### src/rtl/prbs_pkg.sv
// Shared definitions for the PRBS transmit sequencer: FSM state encoding,
// pattern-length select codes, frame lengths and link header bit values.
package prbs_pkg;

  typedef enum logic [2:0] {
    ST_IDLE  = 3'd0,
    ST_HDR1  = 3'd1,
    ST_HDR0  = 3'd2,
    ST_PAY   = 3'd3,
    ST_FLUSH = 3'd4
  } state_e;

  localparam logic [1:0] LEN_7  = 2'b00;
  localparam logic [1:0] LEN_11 = 2'b01;
  localparam logic [1:0] LEN_15 = 2'b10;
  localparam logic [1:0] LEN_31 = 2'b11;

  localparam logic [15:0] FRAME_LEN_7  = 16'd127;
  localparam logic [15:0] FRAME_LEN_11 = 16'd2047;
  localparam logic [15:0] FRAME_LEN_15 = 16'd32767;

  // Link framing header: a one followed by a zero ahead of the payload.
  localparam logic HDR_FIRST  = 1'b1;
  localparam logic HDR_SECOND = 1'b0;

  // Payload length in bits for a length-select code; the 31-bit pattern
  // uses a capped length supplied by the caller.
  function automatic logic [15:0] frame_len(input logic [1:0] code,
                                            input logic [15:0] len31);
    logic [15:0] len;
    len = len31;
    case (code)
      LEN_7:   len = FRAME_LEN_7;
      LEN_11:  len = FRAME_LEN_11;
      LEN_15:  len = FRAME_LEN_15;
      LEN_31:  len = len31;
      default: len = len31;
    endcase
    return len;
  endfunction

endpackage

### src/rtl/prbs_byte_packer.sv
// Packs a serial bit stream LSB-first into BYTE_W-bit words.
// Ports:
//   clk, reset   clock and synchronous active-high reset
//   clear        drop any partial word (byte_out is kept)
//   bit_valid    bit_in is accepted this cycle
//   bit_in       payload bit
//   flush        emit a held partial word, zero-padded in its upper bits
//   byte_out     last completed word, registered
//   strobe       one-cycle pulse: byte_out was just updated
module prbs_byte_packer #(
  parameter int unsigned BYTE_W = 8
) (
  input  logic              clk,
  input  logic              reset,
  input  logic              clear,
  input  logic              bit_valid,
  input  logic              bit_in,
  input  logic              flush,
  output logic [BYTE_W-1:0] byte_out,
  output logic              strobe
);

  localparam int unsigned IDX_W = (BYTE_W > 1) ? $clog2(BYTE_W) : 1;

  logic [BYTE_W-1:0] pack_q, pack_d;
  logic [IDX_W-1:0]  idx_q, idx_d;
  logic [BYTE_W-1:0] byte_q, byte_d;
  logic              strobe_q, strobe_d;

  always_comb begin
    pack_d   = pack_q;
    idx_d    = idx_q;
    byte_d   = byte_q;
    strobe_d = 1'b0;
    if (clear) begin
      pack_d = '0;
      idx_d  = '0;
    end else if (flush) begin
      // Unfilled positions are already zero because pack is cleared per word.
      if (idx_q != '0) begin
        byte_d   = pack_q;
        strobe_d = 1'b1;
      end
      pack_d = '0;
      idx_d  = '0;
    end else if (bit_valid) begin
      pack_d[idx_q] = bit_in;
      if (idx_q == IDX_W'(BYTE_W - 1)) begin
        byte_d   = pack_d;
        strobe_d = 1'b1;
        pack_d   = '0;
        idx_d    = '0;
      end else begin
        idx_d = idx_q + IDX_W'(1);
      end
    end
  end

  always_ff @(posedge clk) begin
    if (reset) begin
      pack_q   <= '0;
      idx_q    <= '0;
      byte_q   <= '0;
      strobe_q <= 1'b0;
    end else begin
      pack_q   <= pack_d;
      idx_q    <= idx_d;
      byte_q   <= byte_d;
      strobe_q <= strobe_d;
    end
  end

  assign byte_out = byte_q;
  assign strobe   = strobe_q;

endmodule

### src/rtl/prbs_tx_sequencer.sv
// PRBS transmit sequencer: paces the selected PRBS generator on a divided
// tick, frames its output for the serial link (header 1,0 then payload) and
// packs the same payload LSB-first into bytes for the DAC bus.
// Ports:
//   CLOCK_50, reset      clock and synchronous active-high reset
//   start, abort         single-cycle frame request / termination
//   len_sel              pattern length select, sampled on accepted start
//   gen_bit              current MSB of the selected generator
//   gen_load, gen_step   generator reseed / advance pulses
//   link_bit             serial link bit, registered
//   dac_byte, dac_strobe packed payload byte and its valid pulse
//   busy, done           frame in progress / normal completion pulse
module prbs_tx_sequencer
  import prbs_pkg::*;
#(
  parameter int unsigned DIV_LOG2     = 8,
  parameter int unsigned FRAME31_BITS = 65535,
  parameter int unsigned BYTE_W       = 8
) (
  input  logic              CLOCK_50,
  input  logic              reset,
  input  logic              start,
  input  logic              abort,
  input  logic [1:0]        len_sel,
  input  logic              gen_bit,
  output logic              gen_load,
  output logic              gen_step,
  output logic              link_bit,
  output logic [BYTE_W-1:0] dac_byte,
  output logic              dac_strobe,
  output logic              busy,
  output logic              done
);

  logic [DIV_LOG2-1:0] div_q, div_d;
  state_e              state_q, state_d;
  logic [1:0]          len_q, len_d;
  logic [15:0]         bit_cnt_q, bit_cnt_d;
  logic                link_q, link_d;
  logic                busy_q, busy_d;
  logic                tick;
  logic                pk_valid, pk_flush, pk_clear;

  assign tick = &div_q;

  always_comb begin
    div_d     = div_q + DIV_LOG2'(1);
    state_d   = state_q;
    len_d     = len_q;
    bit_cnt_d = bit_cnt_q;
    link_d    = link_q;
    busy_d    = busy_q;
    pk_valid  = 1'b0;
    pk_flush  = 1'b0;
    pk_clear  = 1'b0;
    gen_load  = 1'b0;
    gen_step  = 1'b0;
    done      = 1'b0;

    case (state_q)
      ST_IDLE: begin
        if (start) begin
          len_d     = len_sel;
          gen_load  = 1'b1;
          busy_d    = 1'b1;
          bit_cnt_d = '0;
          state_d   = ST_HDR1;
        end
      end
      ST_HDR1: begin
        if (tick) begin
          link_d  = HDR_FIRST;
          state_d = ST_HDR0;
        end
      end
      ST_HDR0: begin
        if (tick) begin
          link_d  = HDR_SECOND;
          state_d = ST_PAY;
        end
      end
      ST_PAY: begin
        if (tick) begin
          gen_step  = 1'b1;
          link_d    = gen_bit;
          pk_valid  = 1'b1;
          bit_cnt_d = bit_cnt_q + 16'd1;
          if (bit_cnt_q == frame_len(len_q, 16'(FRAME31_BITS)) - 16'd1)
            state_d = ST_FLUSH;
        end
      end
      ST_FLUSH: begin
        pk_flush  = 1'b1;
        done      = 1'b1;
        link_d    = 1'b0;
        busy_d    = 1'b0;
        bit_cnt_d = '0;
        state_d   = ST_IDLE;
      end
      default: state_d = ST_IDLE;
    endcase

    // Abort overrides whatever the active state would have done this cycle.
    if (abort && (state_q != ST_IDLE)) begin
      state_d   = ST_IDLE;
      link_d    = 1'b0;
      busy_d    = 1'b0;
      bit_cnt_d = '0;
      gen_step  = 1'b0;
      pk_valid  = 1'b0;
      pk_flush  = 1'b0;
      pk_clear  = 1'b1;
      done      = 1'b0;
    end
  end

  always_ff @(posedge CLOCK_50) begin
    if (reset) begin
      div_q     <= '0;
      state_q   <= ST_IDLE;
      len_q     <= LEN_7;
      bit_cnt_q <= '0;
      link_q    <= 1'b0;
      busy_q    <= 1'b0;
    end else begin
      div_q     <= div_d;
      state_q   <= state_d;
      len_q     <= len_d;
      bit_cnt_q <= bit_cnt_d;
      link_q    <= link_d;
      busy_q    <= busy_d;
    end
  end

  prbs_byte_packer #(.BYTE_W(BYTE_W)) u_packer (
    .clk       (CLOCK_50),
    .reset     (reset),
    .clear     (pk_clear),
    .bit_valid (pk_valid),
    .bit_in    (gen_bit),
    .flush     (pk_flush),
    .byte_out  (dac_byte),
    .strobe    (dac_strobe)
  );

  assign link_bit = link_q;
  assign busy     = busy_q;

endmodule

### config.mk
export PLATFORM = sky130hd
export DESIGN_NAME = prbs_tx_sequencer
export DESIGN_NICKNAME = d
export VERILOG_FILES = /design/src/rtl/prbs_pkg.sv /design/src/rtl/prbs_byte_packer.sv /design/src/rtl/prbs_tx_sequencer.sv
export SDC_FILE = /design/constraint.sdc
export NUM_CORES = 1
export LEC_CHECK = 0
export BUFFER_PORTS_ARGS = -buffer_cell sky130_fd_sc_hd__buf_2
export CAP_MARGIN = 20
export CORE_MARGIN = 5
export CORE_UTILIZATION = 29
export CTS_CLUSTER_DIAMETER = 100
export CTS_CLUSTER_SIZE = 20
export DETAILED_ROUTE_END_ITERATION = 16
export PLACE_DENSITY = 0.48
export SKIP_LAST_GASP = 1
export SYNTH_ARGS = -nofsm -noshare
export SYNTH_HDL_FRONTEND = slang
export SYNTH_SLANG_ARGS = --single-unit
### constraint.sdc
create_clock -name CLOCK_50 -period 1.87 [get_ports CLOCK_50]
set_input_delay 0.374 -clock CLOCK_50 [delete_from_list [all_inputs] [get_ports CLOCK_50]]
set_output_delay 0.374 -clock CLOCK_50 [all_outputs]
set_load 0.005 [all_outputs]
==> results of run 1 <==
-- state kept, by name, summed over array words and instances, names as in the netlist --
| name | cells |
|---|---|
| u_packer.pack_q | 8 |
| div_q | 8 |
| bit_cnt_q | 16 |
| link_bit | 1 |
| state_q | 3 |
| len_q | 2 |
| busy | 1 |
| u_packer.idx_q | 3 |
| u_packer.byte_out | 8 |
| u_packer.strobe | 1 |
-- layout make-up --
type / instances / area share, %
Inverter: 14 / 1.52
Timing Repair Buffer: 67 / 13.1
Clock buffer: 8 / 2.90
Sequential cell: 51 / 30.2
Tap cell: 129 / 4.68
Multi-Input combinational cell: 242 / 47.6
-- path summary, 6_finish.rpt --
| kind | depth (start not counted) | to | startpoint | slack [ns] |
|---|---|---|---|---|
| setup reg to reg | 4 | state_q[1] | len_q[0] | 0.06 |
| setup / recovery | 4 | gen_step | state_q[2] | 0.06 |
| hold / removal | 3 | len_q[0] | len_sel[0] | 0.32 |
| hold reg to reg | 2 | u_packer.pack_q[1] | u_packer.pack_q[1] | 0.49 |
-- routing by layer --
metal,track usage (%),vias up,share of wire (%),routed length [um]
met3,2.46,7,3.4,247
met2,22.0,46,47,3410
li1,-,1280,-,-
met4,3.25,0,0.92,66
met1,16.7,1211,48,3460
met5,0,-,0,0
-- worst reg2reg max path: cells and delay by family (launching register included) --
| family | cells | cell delay, ns |
|---|---|---|
| AOI/OAI and AO/OA | 3 | 0.83 |
| and+or+nand+nor | 1 | 0.52 |
| DFF | 1 | 0.34 |
-- cell usage after synthesis (2+ instances only) --
cell / number / share of area [%]
inv_1: 13 / 1.8
a211oi_1: 3 / 0.81
and3b_1: 4 / 1.3
or2_2: 3 / 0.68
nand3_1: 14 / 2.5
a21oi_1: 27 / 4.9
o31a_1: 2 / 0.63
xor2_1: 2 / 0.63
nor2_1: 26 / 3.5
and2_1: 3 / 0.68
dfxtp_1: 51 / 37
clkbuf_1: 9 / 1.2
and3_1: 8 / 1.8
mux2i_1: 21 / 7.6
nor4_1: 2 / 0.45
buf_2: 8 / 1.4
a211o_1: 2 / 0.63
xnor2_1: 4 / 1.3
nand4_1: 5 / 1.1
nor3b_1: 4 / 1.1
ha_1: 6 / 2.7
o2111ai_1: 3 / 0.95
and4_1: 3 / 0.95
nand2b_1: 10 / 2.3
nand2_1: 37 / 5.0
buf_6: 2 / 0.81
o31ai_1: 8 / 2.2
o21ai_0: 10 / 1.8
nor2b_1: 2 / 0.45
o211ai_1: 2 / 0.54
or3_1: 3 / 0.68
-- through the flow --
| stage | util (%) | cell area [um^2] | setup slack, ns |
|---|---|---|---|
| 4_1_cts | 37.0 | 3430 | -0.0208 |
| 3_5_place_dp | 35.0 | 3250 | 0.0435 |
| 3_3_place_gp | 35.0 | 3250 | 0.0712 |
| 2_1_floorplan | - | 2780 | 0.138 |
| 6_report | 37.2 | 3450 | 0.0579 |
| 5_1_grt | 37.2 | 3450 | -0.0159 |
-- kinds of logic after synthesis --
kind of cell	Yosys count	synth area share, %
and+or+nand+nor	138	27.4
AOI/OAI and AO/OA	71	18.0
DFF	51	36.8
buffers and inverters	34	5.64
muxes	21	7.57
xor gates and xnor gates	6	1.89
adders and majority gates	6	2.71
-- power by group through the flow --
stage / Combinational, mW / Clock [mW] / Sequential (mW)
3_3_place_gp: 0.169 / 0 / 1.14
4_1_cts: 0.179 / 0.743 / 1.11
5_1_grt: 0.198 / 0.771 / 1.12
6_report: 0.181 / 0.712 / 1.11
2_1_floorplan: 0.106 / 0 / 1.13
3_5_place_dp: 0.172 / 0 / 1.14
-- what timing repair did --
item / in CTS / in global routing
gates resized for setup: 14 / 8
pin swaps: 3 / 5
cloned: 0 / 0
setup buffers: 6 / 1
setup endpoints to repair: 3 / 8
hold buffers: 0 / 0
==> out/metrics.yaml, run 1 <==
final_common_cell: "buf_4"
clockPowerShare_pct: 35.5
grt.total_usage_pct: 12.9
seqPwrFrac_pct: 55.5
die_x_um: 108
cp-start-kind: "flop"
cp_num_buf_inv: 2
ant_nets: 0
ys_warn_count: 0
critPathCaptureType: "primary output"
power_mw: 2.01
clock_path_buffers: 2
clk_pin_slew_ns: 0.09
gp_congestion: 0.805
dpl.hpwl_um: 5460
fillerInstances: 988
slowest_delay_ns: 0.40
place_inst: 497
grt_pass1_wl_um: 12100
rsz0062_at_grt: "true"
io_pins: 21
synth.cell_area_um2: 2780
drive_gt1_share_pct: 27.5
path_delay_family: "simple AND/OR/NAND/NOR gates"
slew_headroom_pct: 64.3
core-area_um2: 9280
power_density_nw_per_um2: 581
worst_clock_skew_ns: 0.00485
antenna_cells: 0
viasPerCell: 4.98
crit_type: "reg2out"
maxCapViolations: 0
antenna_found_initial: 0
arrival_ns: 1.44
synth.net_count: 340
grt_max_degree: 15
crit_required_ns: 1.50
die_y_um: 108
finalSetupViolations: 0
ys_types: 61
num_vias: 2544
io_buffers: 20
syn2layout_area_growth_pct: 24.4
gr-total-overflow: 0
p_switching_mw: 0.486
drt-wirelength-per-cell_um: 14.0
synthCells: 327
intPower_mw: 1.52
hold_path.class: "in2reg"
cts_inserted_buffers: 5
multiInputGateArea_um2: 1640
ir_drop_mv: 0.261
cp_max_fo: 9
tritoncts: "yes"
clock-root-buffer: "clkbuf_8"
die_area_um2: 11600
clock_sinks: 51
async_reset_ff_share_pct: 0
p_leak_nw: 1.41
tightest_slew_ns: 0.531
floorplan.initialDensity_pct: 29.9
status: "complete, no violations"
seqCellArea_um2: 1040
setup_tns_ns: 0
nets: 394
fin_crit_sh_pct: 96.9
drt-initial-drc-count: 95
fmax_mhz: 552
hold_viol: 0
dr.pass1.iters: 4
htree_levels: 2
synth-seq-cells: 51
clkLatencyLatePin_ns: 0.30
ys_seq_area_share_pct: 36.8
synth_edf_count: 0
grt_pass1_vias: 2503
whs_ns: 0.323
stdcell_count: 511
swShare_pct: 24.2
cp_cell_sequence: "nand3b_2, or3_4, inv_2, buf_2"
std_cell_rows: 35
layout_min_cycle_time_ns: 1.81
mostFrequentLayoutCells: "47 x buf_4, 41 x dfxtp_1, 37 x nand2_1"
wl_um: 7180
drv_slew: 0
slowest_stage: "or3_4"
avgSynthCellArea_um2: 8.49
p_comb_share_pct: 9.0
synth_ff_type: "dfxtp_1"
drc: 0
No activity file was read; power rests on OpenSTA's default activity.
==> run 2: changes to the inputs <==
CORE_MARGIN = not set   (was 5)
==> run 2 against run 1 <==
Effect of this change:
- final cell count unchanged
- routed wire length decreased by 3.4%
- sequential share of layout area decreased by 0.16 points
- sequential cell count unchanged
- clock-buffer cell count decreased by 2
- non-clock buffer count unchanged
- critical path depth unchanged
==> out/metrics.yaml, run 2 (synthesized netlist as in run 1, its figures left out) <==
status: "complete, no violations"
clk_pin_slew_ns: 0.10
clockPowerShare_pct: 34.9
ir_drop_mv: 0.292
antenna_found_initial: 0
arrival_ns: 1.47
die_y_um: 99.8
fin_area_um2: 3460
syn2layout_area_growth_pct: 24.6
io_buffers: 20
mostFrequentLayoutCells: "46 x buf_4, 44 x dfxtp_1, 37 x nand2_1"
gr-total-overflow: 0
final_common_cell: "buf_4"
seqPwrFrac_pct: 55.6
placed_area_um2: 3240
r2r_end: "state_q[1]"
clock_path_buffers: 2
p_switching_mw: 0.505
fmax_mhz: 542
grt_pass1_wl_um: 11700
rrSetupSlack_ns: 0.06
grt_pass1_vias: 2397
core-area_um2: 9240
holdBufCountCts: 0
io_pins: 21
slew_headroom_pct: 74.0
drc: 0
num_vias: 2549
std_cell_rows: 35
finalSetupViolations: 0
floorplan.initialDensity_pct: 30.0
hold_viol: 0
fin_crit_sh_pct: 98.7
gp_congestion: 0.809
p_comb_share_pct: 9.5
cts_inserted_buffers: 5
clkLatencyLatePin_ns: 0.32
grt_max_degree: 17
setup_tns_ns: 0
ant_nets: 0
min_path_cells: 3
tritoncts: "yes"
fin_ws_ns: 0.0249
dp_slack_ns: 0.0728
r2r_cells: 5
maxCapViolations: 0
die_area_um2: 9970
stdcell_count: 511
cp_cell_sequence: "nand4_2, or3_4, inv_1, buf_2"
critPathCaptureType: "primary output"
antenna_cells: 0
drv_slew: 0
fin_util_pct: 37.4
dpl.hpwl_um: 4920
clock_sinks: 51
drt-wirelength-per-cell_um: 13.6
layout_min_cycle_time_ns: 1.85
dr.pass1.iters: 4
p_leak_nw: 1.42
htree_levels: 2
largest_reg_flops: 16
power_density_nw_per_um2: 577
nets: 394
die_x_um: 99.8
swShare_pct: 25.3
crit_required_ns: 1.50
rsz0062_at_grt: "true"
wl_um: 6930
viasPerCell: 4.99
crit_type: "reg2out"
intPower_mw: 1.49
cp-start-kind: "flop"
slowest_delay_ns: 0.43
place_inst: 495
grt.total_usage_pct: 14.8
r2r_start: "state_q[0]"
drt-initial-drc-count: 105
top_register: "bit_cnt_q"
drive_gt1_share_pct: 26.7
hp-start: "len_sel[0]"
hold_path.class: "in2reg"
slowest_stage: "dfxtp_1"
hold_end: "len_q[0]"
worst_clock_skew_ns: 0.0200
clock-root-buffer: "clkbuf_8"
tightest_slew_ns: 0.387
cp_max_fo: 6
run 2: through the flow:
step	power [mW]	hold WS, ns
after floorplan	1.24	0.413
after global placement	1.31	0.429
after detailed placement	1.31	0.436
after CTS	2.03	0.290
after global routing	2.09	0.346
final	2.00	0.298
run 2: what timing repair did:
action,CTS,global route
setup endpoints to repair,3,15
resized for setup,12,8
setup buffers,9,0
pin swaps,1,5
run 2: worst max-delay path by stage:
stage	cells after the start	end	from	slack, ns
2_1_floorplan	5	gen_step	state_q[2]	0.14
3_3_place_gp	6	bit_cnt_q[14]	start	0.08
3_5_place_dp	6	u_packer.byte_out[7]	abort	0.07
4_1_cts	5	gen_step	div_q[0]	-0.02
5_1_grt	4	gen_step	div_q[4]	-0.07
6_report	4	gen_step	div_q[4]	0.02
run 2: cell type report:
class	instances	area, um^2
tap	129	161
fill	973	5780
multi-input combinational	242	1640
inverter	14	52.6
clock buffer	6	82.6
sequential	51	1040
timing repair buffer	67	465
clock inverter	2	16.3
run 2: power groups by stage:
stage	sequential, mW	combinational, mW	clock, mW
2_1_floorplan	1.13	0.106	0
3_3_place_gp	1.13	0.174	0
3_5_place_dp	1.14	0.175	0
4_1_cts	1.11	0.189	0.728
5_1_grt	1.11	0.213	0.770
6_report	1.11	0.190	0.696
run 2: per-layer routing:
metal / wire length (um) / part of all wire, % / GRT usage (%)
met2: 3130 / 45 / 24.1
met5: 0 / 0 / 0
met4: 108 / 1.6 / 4.75
met3: 202 / 2.9 / 2.58
met1: 3490 / 50 / 19.9
run 2: worst max-delay path, delay by kind of cell (launching register included):
family / cells / cell delay [ns]
simple gates: 2 / 0.58
flops: 1 / 0.43
buf+inv: 2 / 0.16
